`src/rtl/seq_barrel_shifter_pkg.sv`:
```
// Shared types and constants for the sequential barrel shifter.
package shift_pkg;

    typedef enum logic [1:0] {
        SH_LOGIC = 2'b00,
        SH_ARITH = 2'b01,
        SH_ROT   = 2'b10,
        SH_RSVD  = 2'b11
    } shift_mode_e;

    typedef enum logic [1:0] {
        ST_IDLE  = 2'b00,
        ST_SHIFT = 2'b01,
        ST_DONE  = 2'b10
    } shift_state_e;

    localparam logic DIR_LEFT  = 1'b0;
    localparam logic DIR_RIGHT = 1'b1;

endpackage

```
`src/rtl/seq_barrel_shifter_if.sv`:
```
// Request/result handshake bundle for the sequential barrel shifter.
interface seq_barrel_shifter_if #(
    parameter int WIDTH = 8
);
    localparam int AMT_W = $clog2(WIDTH) + 1;

    logic             in_valid;
    logic             in_ready;
    logic [WIDTH-1:0] in_data;
    logic [AMT_W-1:0] in_amt;
    logic             in_dir;
    logic [1:0]       in_mode;
    logic             out_valid;
    logic             out_ready;
    logic [WIDTH-1:0] out_data;
    logic             busy;

    // Shifter side
    modport slave (
        input  in_valid, in_data, in_amt, in_dir, in_mode, out_ready,
        output in_ready, out_valid, out_data, busy
    );

    // Requester / consumer side
    modport master (
        output in_valid, in_data, in_amt, in_dir, in_mode, out_ready,
        input  in_ready, out_valid, out_data, busy
    );

endinterface

```
`src/rtl/seq_barrel_shifter_step.sv`:
```
// One-position shift cell: logical, arithmetic or rotate, left or right.
module shift_one_step
    import shift_pkg::*;
#(
    parameter int WIDTH = 8
) (
    input  logic [WIDTH-1:0] i_data,
    input  logic             i_dir,
    input  shift_mode_e      i_mode,
    output logic [WIDTH-1:0] o_data
);

    // Shift by one and choose what enters the vacated bit
    always_comb begin
        o_data = i_data;
        if (i_dir == DIR_LEFT) begin
            o_data = {i_data[WIDTH-2:0], 1'b0};
            if (i_mode == SH_ROT) begin
                o_data[0] = i_data[WIDTH-1];
            end
        end else begin
            o_data = {1'b0, i_data[WIDTH-1:1]};
            case (i_mode)
                SH_ARITH: o_data[WIDTH-1] = i_data[WIDTH-1];
                SH_ROT:   o_data[WIDTH-1] = i_data[0];
                default:  ;
            endcase
        end
    end

endmodule

```
`src/rtl/seq_barrel_shifter.sv`:
```
// Multi-position shifter: iterates a one-step cell once per clock, valid/ready on both sides.
module seq_barrel_shifter
    import shift_pkg::*;
#(
    parameter int WIDTH = 8
) (
    input logic                 clk,
    input logic                 rst,
    seq_barrel_shifter_if.slave bus
);

    localparam int SH_W  = $clog2(WIDTH);
    localparam int AMT_W = SH_W + 1;

    shift_state_e     r_state;
    shift_state_e     w_state_nxt;
    logic [WIDTH-1:0] r_data;
    logic [WIDTH-1:0] w_step;
    logic [AMT_W-1:0] r_cnt;
    logic [AMT_W-1:0] w_eff;
    logic             r_dir;
    shift_mode_e      r_mode;
    shift_mode_e      w_mode_in;
    logic             w_accept;

    assign w_mode_in = shift_mode_e'(bus.in_mode);
    assign w_accept  = (r_state == ST_IDLE) && bus.in_valid;

    // Effective step count: clamp to WIDTH, or modulo WIDTH for rotate
    always_comb begin
        w_eff = (bus.in_amt > AMT_W'(WIDTH)) ? AMT_W'(WIDTH) : bus.in_amt;
        if (w_mode_in == SH_ROT) begin
            w_eff = {1'b0, bus.in_amt[SH_W-1:0]};
        end
    end

    shift_one_step #(
        .WIDTH(WIDTH)
    ) u_step (
        .i_data(r_data),
        .i_dir (r_dir),
        .i_mode(r_mode),
        .o_data(w_step)
    );

    // Next-state logic
    always_comb begin
        w_state_nxt = r_state;
        case (r_state)
            ST_IDLE: begin
                if (bus.in_valid) begin
                    w_state_nxt = (w_eff == '0) ? ST_DONE : ST_SHIFT;
                end
            end
            ST_SHIFT: begin
                if (r_cnt == AMT_W'(1)) begin
                    w_state_nxt = ST_DONE;
                end
            end
            ST_DONE: begin
                if (bus.out_ready) begin
                    w_state_nxt = ST_IDLE;
                end
            end
            default: w_state_nxt = ST_IDLE;
        endcase
    end

    // State register
    always_ff @(posedge clk) begin
        if (rst) begin
            r_state <= ST_IDLE;
        end else begin
            r_state <= w_state_nxt;
        end
    end

    // Held word and step counter: load on accept, advance on each SHIFT cycle
    always_ff @(posedge clk) begin
        if (rst) begin
            r_data <= '0;
            r_cnt  <= '0;
            r_dir  <= DIR_LEFT;
            r_mode <= SH_LOGIC;
        end else if (w_accept) begin
            r_data <= bus.in_data;
            r_cnt  <= w_eff;
            r_dir  <= bus.in_dir;
            r_mode <= w_mode_in;
        end else if (r_state == ST_SHIFT) begin
            r_data <= w_step;
            r_cnt  <= r_cnt - AMT_W'(1);
        end
    end

    assign bus.in_ready  = (r_state == ST_IDLE);
    assign bus.out_valid = (r_state == ST_DONE);
    assign bus.busy      = (r_state == ST_SHIFT) || (r_state == ST_DONE);
    assign bus.out_data  = r_data;

endmodule

```
`src/flat_wrapper.sv`:
```
// flat-port wrapper written by rule: the top's interface ports become plain ports
module seq_barrel_shifter_flat import shift_pkg::*;
#(
    parameter int WIDTH = 8
)
  (clk, rst, bus_in_valid, bus_in_data, bus_in_amt, bus_in_dir, bus_in_mode, bus_out_ready, bus_in_ready, bus_out_valid, bus_out_data, bus_busy);
  seq_barrel_shifter_if #(.WIDTH(WIDTH)) bus_i ();
  input logic clk;
  input logic rst;
  input wire logic [$bits(bus_i.in_valid)-1:0] bus_in_valid;
  input wire logic [$bits(bus_i.in_data)-1:0] bus_in_data;
  input wire logic [$bits(bus_i.in_amt)-1:0] bus_in_amt;
  input wire logic [$bits(bus_i.in_dir)-1:0] bus_in_dir;
  input wire logic [$bits(bus_i.in_mode)-1:0] bus_in_mode;
  input wire logic [$bits(bus_i.out_ready)-1:0] bus_out_ready;
  output wire logic [$bits(bus_i.in_ready)-1:0] bus_in_ready;
  output wire logic [$bits(bus_i.out_valid)-1:0] bus_out_valid;
  output wire logic [$bits(bus_i.out_data)-1:0] bus_out_data;
  output wire logic [$bits(bus_i.busy)-1:0] bus_busy;
  assign bus_i.in_valid = bus_in_valid;
  assign bus_i.in_data = bus_in_data;
  assign bus_i.in_amt = bus_in_amt;
  assign bus_i.in_dir = bus_in_dir;
  assign bus_i.in_mode = bus_in_mode;
  assign bus_i.out_ready = bus_out_ready;
  assign bus_in_ready = bus_i.in_ready;
  assign bus_out_valid = bus_i.out_valid;
  assign bus_out_data = bus_i.out_data;
  assign bus_busy = bus_i.busy;
  seq_barrel_shifter #(.WIDTH(WIDTH)) u_core (.clk(clk), .rst(rst), .bus(bus_i));
endmodule
```
`config.mk`:
```
export PLATFORM = sky130hd
export DESIGN_NAME = seq_barrel_shifter_flat
export DESIGN_NICKNAME = d
export VERILOG_FILES = /design/src/rtl/seq_barrel_shifter_pkg.sv /design/src/rtl/seq_barrel_shifter_if.sv /design/src/rtl/seq_barrel_shifter_step.sv /design/src/rtl/seq_barrel_shifter.sv /design/src/flat_wrapper.sv
export SDC_FILE = /design/constraint.sdc
export NUM_CORES = 1
export LEC_CHECK = 0
export ABC_AREA = 1
export CAP_MARGIN = 20
export CORE_ASPECT_RATIO = 0.9
export CORE_MARGIN = 10
export CORE_UTILIZATION = 50
export CTS_CLUSTER_SIZE = 24
export DETAILED_ROUTE_END_ITERATION = 10
export PLACE_DENSITY = 0.93
export RECOVER_POWER = 100
export SLEW_MARGIN = 20
export SYNTH_ARGS = -nofsm -noshare
export SYNTH_HDL_FRONTEND = slang
export SYNTH_SLANG_ARGS = --single-unit
```
`constraint.sdc`:
```
create_clock -name clk -period 1.9 [get_ports clk]
set_input_delay 0.57 -clock clk [delete_from_list [all_inputs] [get_ports clk]]
set_output_delay 0.57 -clock clk [all_outputs]
set_load 0.1 [all_outputs]
```
==> impl_results.md, run 1 <==
* Placed cell count at 204
* Hold Crit Depth at 2
* R2R Path Start: u_core.r_state[0]$_SDFFE_PP0P_
* Post-Syn Nets at 177
* Yosys cell types at 20
* Setup TNS at 0 ns
* Final Hold Fails at 0
* Synth top area share at 33.3%
* Nets@finish at 208
* Largest net degree at the start of global routing at 16
* Post-synthesis sequential area ratio at 33.3%
* Vias in the first global route at 1211
* Tot GR Track Use at 16.0%
* Yosys warns at 0
* Mux contribution to synthesized area at 0%
* Filler cells at 164
* Complex-gate fraction of the synthesized area at 20.4%
* Rel. slew slack at 63.7%
* Fraction of layout cells with a size suffix above 1 at 10.9%
* Critical Path Fanout Max at 3
* Largest area contributor in the netlist: dfxtp_1
* R2r setup slk at 0.27 ns
* Core area at 0.00193 mm²
* Largest family of logic cells by synthesized area: simple AND/OR/NAND/NOR gates
* Post-synthesis adder-cell area fraction at 6.11%
* Layout Cells excl Fill at 208
* CTS clk-pin slew, worst paths at 0.10 ns
* Arr. time, crit path at 1.28 ns
* RSZ-0062 raised after global routing: false
* First-pass DRT Iterations at 4
* P_leak at 0.601 nW
* Worst IR Drop VDD at 971 µV
* Switching Share at 58.0%
* Die ar. at 0.00426 mm²
* Global route total overflow at 0
* Gate Count Post-Synth at 153
* Top cells by area, synth: dfxtp_1 33%, nand2_1 16%, inv_1 7.3%
* Worst r2r dst: u_core.bus.out_data[5]$_SDFFE_PP0P_
* Worst-margin pin slew at 0.547 ns
* CTS Buf Count at 3
* CTS tree: yes
* PortBufs at 29
* Final ANT Viol Nets at 0
* Starting Density at 52.9%
* IO Pins at 30
* Worst clock skew at 0.0106 ns
* Synth Area in XOR/XNOR at 0%
* Fmax at 540 MHz
* Residual DRC count at 0
* Drt initial violations at 89
* Slew Viols, Final at 0
* Routability Congestion at 0.875
* Initial antenna violation count at 0
* Critical Path End Type: output port
* ANT cells at 0
* CTS Sinks at 17
* Die Height at 62.9 µm
* CTS Root Cell: clkbuf_4
* First-pass GRT wire length at 5.46 mm
* Max Cap Violations at 0
* PwrDens at 1600 mW/mm²
* Crit share post-route at 97.4%
* Die W at 67.7 µm
* Post-synthesis simple-gate area fraction at 28.4%
* Worst hold start: u_core.r_mode[1]$_SDFFE_PP0P_
* Maximum clock path buffer count at 2
* Sw Pwr at 1.22 mW
* Via/cell ratio at 5.51
* Hold Buf Count CTS at 0
* Post-CTS setup buffer count at 0
* Detailed-route via count at 1146
* P&R area growth vs syn at 28.5%
* CP required at 1.33 ns
* Gate power share at 64.1%
* P_int at 0.884 mW
* Status: completed
* Syn Area/Cell at 6.69 µm²
* Clk pwr share at 9.5%
* Post-CTS sizing at 0
* Synth Cell Area at 0.00102 mm²
* Yosys reg bits at 17
* Dpl hpwl at 2.42 mm
* Min-Delay Path Class: reg2reg
* Fin area at 0.00132 mm²
* H-tree Lvls at 1
* WL final at 3.14 mm
* Worst setup path category: reg2out
* Hold Path End: u_core.r_mode[1]$_SDFFE_PP0P_
* Row count at 15
* Final setup violation count at 0
* Tot Pwr at 2.10 mW
* Latest clock arrival within the worst-skew pair at 0.30 ns
* Register share of total power at 26.4%
* Reg2Reg Depth at 9
* Kind of launch point of the worst setup path: flop
* WL/cell at 15.1 µm
* Period minus WS final at 1.85 ns
* Cell Area, Placed at 0.00143 mm²
worst max-delay path, cell delays in order (launching register included):
cell and delay [ns]:
dfxtp_1 0.37, inv_1 0.09, ha_1 0.29, buf_6 0.22
cell type report:
type | count | area (µm²) | area share, %
clock buffers | 4 | 26.3 | 2.00
inverters | 21 | 81.3 | 6.18
multi-input cells | 110 | 562 | 42.7
flip-flops and latches | 17 | 340 | 25.9
well taps | 25 | 31.3 | 2.38
repair buffers | 31 | 274 | 20.8
per-stage QoR:
| step | utilization [%] | hold WS (ns) | worst slack (ns) |
|---|---|---|---|
| CTS | 75.5 | 0.499 | 0.0759 |
| global route | 68.0 | 0.530 | 0.0185 |
| floorplan | - | 0.449 | 0.157 |
| finish | 68.0 | 0.509 | 0.0487 |
| detailed placement | 74.1 | 0.496 | 0.00917 |
| global placement | 74.1 | 0.472 | 0.111 |
synthesized netlist by cell type (all sizes together):
cell type  count
a21boi         1
o211ai         6
dfxtp         17
or2            1
nand4          1
nand2         45
ha             5
nor2          11
a31oi          3
inv           21
buf            5
nand3         10
a21oi         13
o21ai         13
o21a           1
registers in the layout, indices dropped and copies added (netlist names):
register	count
u_core.bus.out_data	8
u_core.r_state	2
u_core.r_mode	2
u_core.r_dir	1
u_core.r_cnt	4
how the worst max path moves through the flow:
stage                                        start  slack, ns                                   to
CTS                 u_core.r_state[0]$_SDFFE_PP0P_       0.08                             bus_busy
floorplan           u_core.r_state[0]$_SDFFE_PP0P_       0.16                        bus_out_valid
global route        u_core.r_state[0]$_SDFFE_PP0P_       0.02                             bus_busy
finish              u_core.r_state[1]$_SDFFE_PP0P_       0.05                             bus_busy
global placement                      bus_in_valid       0.11  u_core.bus.out_data[5]$_SDFFE_PP0P_
detailed placement                    bus_in_valid      0.009  u_core.bus.out_data[5]$_SDFFE_PP0P_
layer usage:
| layer | track usage, % | part of all wire [%] | up-vias |
|---|---|---|---|
| met5 | 0 | 0 | - |
| met4 | 3.59 | 0.92 | 0 |
| met3 | 6.81 | 9.1 | 4 |
| met2 | 27.7 | 52 | 56 |
| met1 | 17.2 | 38 | 527 |
| li1 | - | - | 559 |
power groups by stage:
stage / clock network, mW / registers (mW) / logic (mW)
global placement: 0 / 0.578 / 1.51
global route: 0.212 / 0.568 / 1.46
floorplan: 0 / 0.866 / 0.773
CTS: 0.196 / 0.577 / 1.55
detailed placement: 0 / 0.584 / 1.55
finish: 0.200 / 0.555 / 1.35
kinds of logic after synthesis:
| group | count (synthesis) |
|---|---|
| fa+ha+maj | 5 |
| simple gates | 68 |
| buf+inv | 26 |
| flops | 17 |
| compound gates | 37 |
layout by cell type (no fill, tap or decap), drive strengths merged:
cell           synthesis  final
clkbuf                 0     11
a21boi                 1      1
buf                    5      6
a21oi                 13     13
nand4                  1      1
dlygate4sd3            0      2
o211ai                 6      6
o21ai                 13     13
clkdlybuf4s50          0     16
nand3                 10     10
nor2                  11     11
nand2                 45     45
a31oi                  3      3
inv                   21     21
or2                    1      1
ha                     5      5
dfxtp                 17     17
o21a                   1      1
(Power assumes the default switching activity.)
==> inputs of run 2 (changes only) <==
--- a/config.mk
+++ b/config.mk
@@ -9,12 +9,11 @@
 export CAP_MARGIN = 20
 export CORE_ASPECT_RATIO = 0.9
 export CORE_MARGIN = 10
-export CORE_UTILIZATION = 50
+export CORE_UTILIZATION = 48
 export CTS_CLUSTER_SIZE = 24
 export DETAILED_ROUTE_END_ITERATION = 10
-export PLACE_DENSITY = 0.93
+export PLACE_DENSITY_LB_ADDON = 0.25
 export RECOVER_POWER = 100
-export SLEW_MARGIN = 20
 export SYNTH_ARGS = -nofsm -noshare
 export SYNTH_HDL_FRONTEND = slang
 export SYNTH_SLANG_ARGS = --single-unit
==> impl_results.md, run 2 (synthesis gave the netlist of run 1 again) <==
* R2r setup slk at 0.30 ns
* P&R area growth vs syn at 29.0%
* Worst setup path category: reg2out
* Status: completed
* Final Hold Fails at 0
* Routability Congestion at 0.882
* Drt initial violations at 83
* IO Pins at 30
* Row count at 15
* Worst hold start: u_core.r_state[0]$_SDFFE_PP0P_
* Crit share post-route at 96.7%
* PortBufs at 29
* Fin util at 67.0%
* CP required at 1.33 ns
* CP peak stage delay at 0.35 ns
* RSZ-0062 raised after global routing: false
* P_leak at 0.604 nW
* Max reg flops at 8
* CTS Sinks at 17
* Fin area at 0.00132 mm²
* CTS Buf Count at 3
* Setup TNS at 0 ns
* Largest net degree at the start of global routing at 16
* Maximum clock path buffer count at 2
* WL final at 3.08 mm
* Crit path max-delay family: flip-flops
* Most frequent cells in the layout: 43 x nand2_1, 20 x inv_1, 16 x clkdlybuf4s50_1, 16 x dfxtp_1
* CTS clk-pin slew, worst paths at 0.10 ns
* Critical Path Fanout Max at 3
* CTS tree: yes
* Period minus WS final at 1.84 ns
* Tot Pwr at 2.14 mW
* CTS Root Cell: clkbuf_4
* Worst IR Drop VDD at 1190 µV
* ANT cells at 0
* Dpl hpwl at 2.41 mm
* Initial antenna violation count at 0
* Detailed-route via count at 1101
* Slew Viols, Final at 0
* Reg2Reg Depth at 9
* First-pass DRT Iterations at 4
* Worst clock skew at 0.00108 ns
* Die ar. at 0.00438 mm²
* Hold Buf Count CTS at 0
* Min-Delay Path Class: reg2reg
* Post-CTS sizing at 0
* Worst r2r dst: u_core.bus.out_data[5]$_SDFFE_PP0P_
* CP Depth at 3
* Die Height at 63.8 µm
* Tot GR Track Use at 14.8%
* Critical Path End Type: output port
* Hold Path End: u_core.r_state[0]$_SDFFE_PP0P_
* Nets@finish at 208
* Cell Area, Placed at 0.00143 mm²
* Vias in the first global route at 1125
* Rel. slew slack at 63.4%
* WL/cell at 14.8 µm
* Fraction of layout cells with a size suffix above 1 at 11.5%
* Hold Crit Depth at 2
* Post-CTS setup buffer count at 0
* Fmax at 544 MHz
* Core area at 0.00197 mm²
* Kind of launch point of the worst setup path: flop
* Arr. time, crit path at 1.27 ns
* R2R Path Start: u_core.r_state[1]$_SDFFE_PP0P_
* PwrDens at 1620 mW/mm²
* H-tree Lvls at 1
* Buffers plus inverters on the worst setup path at 2
* Die W at 68.7 µm
* Max Cap Violations at 0
* Dpl ws at 0.0240 ns
* Worst-margin pin slew at 0.552 ns
* Final setup violation count at 0
* Crit path cell chain: inv_1, ha_2, buf_8
* First-pass GRT wire length at 5.22 mm
* Residual DRC count at 0
* Crit-path slowest cell: dfxtp_1
* Final ANT Viol Nets at 0
* Global route total overflow at 0
* Latest clock arrival within the worst-skew pair at 0.30 ns
* Most common cell after layout, fill and taps aside: nand2_1
* Final setup margin at 0.0632 ns
* Starting Density at 51.9%
* Via/cell ratio at 5.29
==> run 2: routing by layer <==
metal / wire (µm) / part of all wire, % / global-route usage, %
met1: 1280 / 42 / 17.5
met2: 1520 / 50 / 24.7
met3: 228 / 7.4 / 5.40
met4: 44 / 1.4 / 3.27
met5: 0 / 0 / 0
==> run 2: area by class of cell <==
type                    count  area, µm²
well taps                  25       31.3
repair buffers             31        278
flip-flops and latches     17        342
inverters                  21       81.3
clock buffers               4       26.3
fillers                   163        651
multi-input cells         110        562
==> run 2: worst max-delay path by stage <==
stage | from | slack [ns] | to
floorplan | u_core.r_state[0]$_SDFFE_PP0P_ | 0.16 | bus_out_valid
global placement | bus_in_valid | 0.08 | u_core.r_cnt[0]$_SDFFE_PP0P_
detailed placement | bus_in_valid | 0.02 | u_core.bus.out_data[5]$_SDFFE_PP0P_
CTS | u_core.r_state[0]$_SDFFE_PP0P_ | 0.06 | bus_busy
global route | u_core.r_state[1]$_SDFFE_PP0P_ | 0.02 | bus_busy
finish | u_core.r_state[1]$_SDFFE_PP0P_ | 0.06 | bus_busy
==> run 2: worst reg2reg max path, cell delays in order, from the launching register on <==
cell and delay, ns:
dfxtp_1 0.35, inv_1 0.08, ha_2 0.23, nand2_4 0.15, inv_4 0.09, nor2_1 0.27
o211ai_1 0.16, nand3_1 0.10, nand2_1 0.05, inv_1 0.06
==> run 2: stage by stage <==
stage	hold WS (ns)	cells
after floorplan	0.449	153
after global placement	0.467	204
after detailed placement	0.479	204
after CTS	0.494	208
after global routing	0.522	208
final	0.490	208
==> run 2: power breakdown <==
part / internal [mW] / switching (mW)
Combinational: 0.365 / 1.01
Sequential: 0.458 / 0.0990
Clock: 0.0818 / 0.122
Total: 0.905 / 1.23
==> inputs of run 3 (changes only) <==
--- a/config.mk
+++ b/config.mk
@@ -12,6 +12,7 @@
 export CORE_UTILIZATION = 48
 export CTS_CLUSTER_SIZE = 24
 export DETAILED_ROUTE_END_ITERATION = 10
+export DONT_BUFFER_PORTS = 1
 export PLACE_DENSITY_LB_ADDON = 0.25
 export RECOVER_POWER = 100
 export SYNTH_ARGS = -nofsm -noshare
==> impl_results.md, run 3 (synthesis gave the netlist of run 1 again) <==
* CP peak stage delay at 0.37 ns
* Register share of total power at 26.2%
* Reg2Reg Depth at 9
* CTS Buf Count at 3
* Dpl ws at 0.407 ns
* Core area at 0.00197 mm²
* IO Pins at 30
* First-pass DRT Iterations at 6
* WL/cell at 13.5 µm
* Max Cap Violations at 0
* CTS Root Cell: clkbuf_4
* PortBufs at 0
* CTS tree: yes
* Initial antenna violation count at 0
* Maximum clock path buffer count at 2
* Crit-path slowest cell: dfxtp_1
* Die ar. at 0.00438 mm²
* Die Height at 63.8 µm
* CP required at 1.33 ns
* Most common cell after layout, fill and taps aside: nand2_1
* Hold Crit Depth at 1
* Crit path cell chain: inv_1, ha_2, buf_8
* Min-Delay Path Class: in2reg
* Kind of launch point of the worst setup path: flop
* Routability Congestion at 0.818
* Most frequent cells in the layout: 43 x nand2_1, 20 x inv_1, 17 x dfxtp_1, 13 x o21ai_0, 13 x a21oi_1
* Fin area at 0.00111 mm²
* Critical Path End Type: output port
* P_int at 0.829 mW
* Detailed-route via count at 980
* Max reg flops at 8
* Worst setup path category: reg2out
* Cell Area, Placed at 0.00111 mm²
* Final setup margin at 0.0682 ns
* Status: completed
* First-pass GRT wire length at 4.21 mm
* Post-CTS setup buffer count at 0
* Fmax at 546 MHz
* Die W at 68.7 µm
* Drt initial violations at 34
* Dpl hpwl at 1.94 mm
* Final ANT Viol Nets at 0
* CTS Sinks at 17
* Latest clock arrival within the worst-skew pair at 0.31 ns
* Fin util at 56.4%
* Buffers plus inverters on the worst setup path at 2
* Worst-margin pin slew at 0.610 ns
* Worst clock skew at 0.00773 ns
* CTS clk-pin slew, worst paths at 0.10 ns
* Crit share post-route at 96.4%
* Worst IR Drop VDD at 1120 µV
* Global route total overflow at 0
* Post-CTS sizing at 0
* P_leak at 0.515 nW
* Tot GR Track Use at 12.2%
* RSZ-0062 raised after global routing: false
* Rel. slew slack at 59.3%
* Fraction of layout cells with a size suffix above 1 at 11.0%
* Nets@finish at 188
* H-tree Lvls at 1
* WL final at 2.54 mm
* Final setup violation count at 0
* Starting Density at 51.9%
* PwrDens at 1800 mW/mm²
* CP Depth at 3
* Gate power share at 63.7%
* P&R area growth vs syn at 8.56%
* Largest net degree at the start of global routing at 18
* Residual DRC count at 0
* Hold Buf Count CTS at 0
* Slew Viols, Final at 0
* Clk pwr share at 10.1%
* Via/cell ratio at 5.21
* Sw Pwr at 1.17 mW
* Vias in the first global route at 923
* Switching Share at 58.6%
* Final Hold Fails at 0
* Critical Path Fanout Max at 3
* Arr. time, crit path at 1.26 ns
* ANT cells at 0
* Crit path max-delay family: flip-flops
* Setup TNS at 0 ns
* Row count at 15
* Period minus WS final at 1.83 ns
-- run 3: through the flow --
stage | std cells | total power, mW | hold WS, ns
floorplan | 153 | 1.64 | 0.449
global placement | 184 | 1.84 | 0.469
detailed placement | 184 | 1.87 | 0.477
CTS | 188 | 2.07 | 0.312
global route | 188 | 2.14 | 0.307
finish | 188 | 2.00 | 0.318
-- run 3: cell type report --
type | instances | area, µm²
Tap cell | 25 | 31.3
Inverter | 21 | 81.3
Multi-Input combinational cell | 110 | 562
Clock buffer | 4 | 26.3
Timing Repair Buffer | 11 | 70.1
Fill cell | 191 | 860
Sequential cell | 17 | 340
-- run 3: worst reg2reg max path, stage by stage, from the launching register on --
cell and delay, ns:
dfxtp_1 0.37, inv_1 0.07, ha_2 0.21, nand2_4 0.18
inv_4 0.11, nor2_1 0.27, o211ai_1 0.13, nand3_1 0.09
nand2_1 0.05, inv_1 0.05
-- run 3: path summary, 6_finish.rpt --
path                                                startpoint                             endpoint  slack (ns)
worst min register to register   u_core.r_mode[1]$_SDFFE_PP0P_        u_core.r_mode[1]$_SDFFE_PP0P_        0.49
worst min-delay path                                       rst         u_core.r_cnt[3]$_SDFFE_PP0P_        0.32
worst max-delay path            u_core.r_state[0]$_SDFFE_PP0P_                             bus_busy        0.07
worst max register to register  u_core.r_state[0]$_SDFFE_PP0P_  u_core.bus.out_data[5]$_SDFFE_PP0P_        0.32
-- run 3: per-layer routing --
layer	GRT usage, %	wire length [µm]	vias to the layer above	part of all wire (%)
met5	0	0	-	0
met4	3.77	30	0	1.2
met3	6.27	210	4	8.3
met2	18.5	1200	30	47
met1	14.4	1090	428	43
li1	-	-	518	-
-- run 3: power groups by stage --
| stage | logic (mW) | clock network, mW | registers [mW] |
|---|---|---|---|
| after floorplan | 0.773 | 0 | 0.866 |
| after global placement | 1.32 | 0 | 0.528 |
| after detailed placement | 1.33 | 0 | 0.532 |
| after CTS | 1.33 | 0.208 | 0.525 |
| after global routing | 1.39 | 0.215 | 0.536 |
| final | 1.28 | 0.202 | 0.526 |
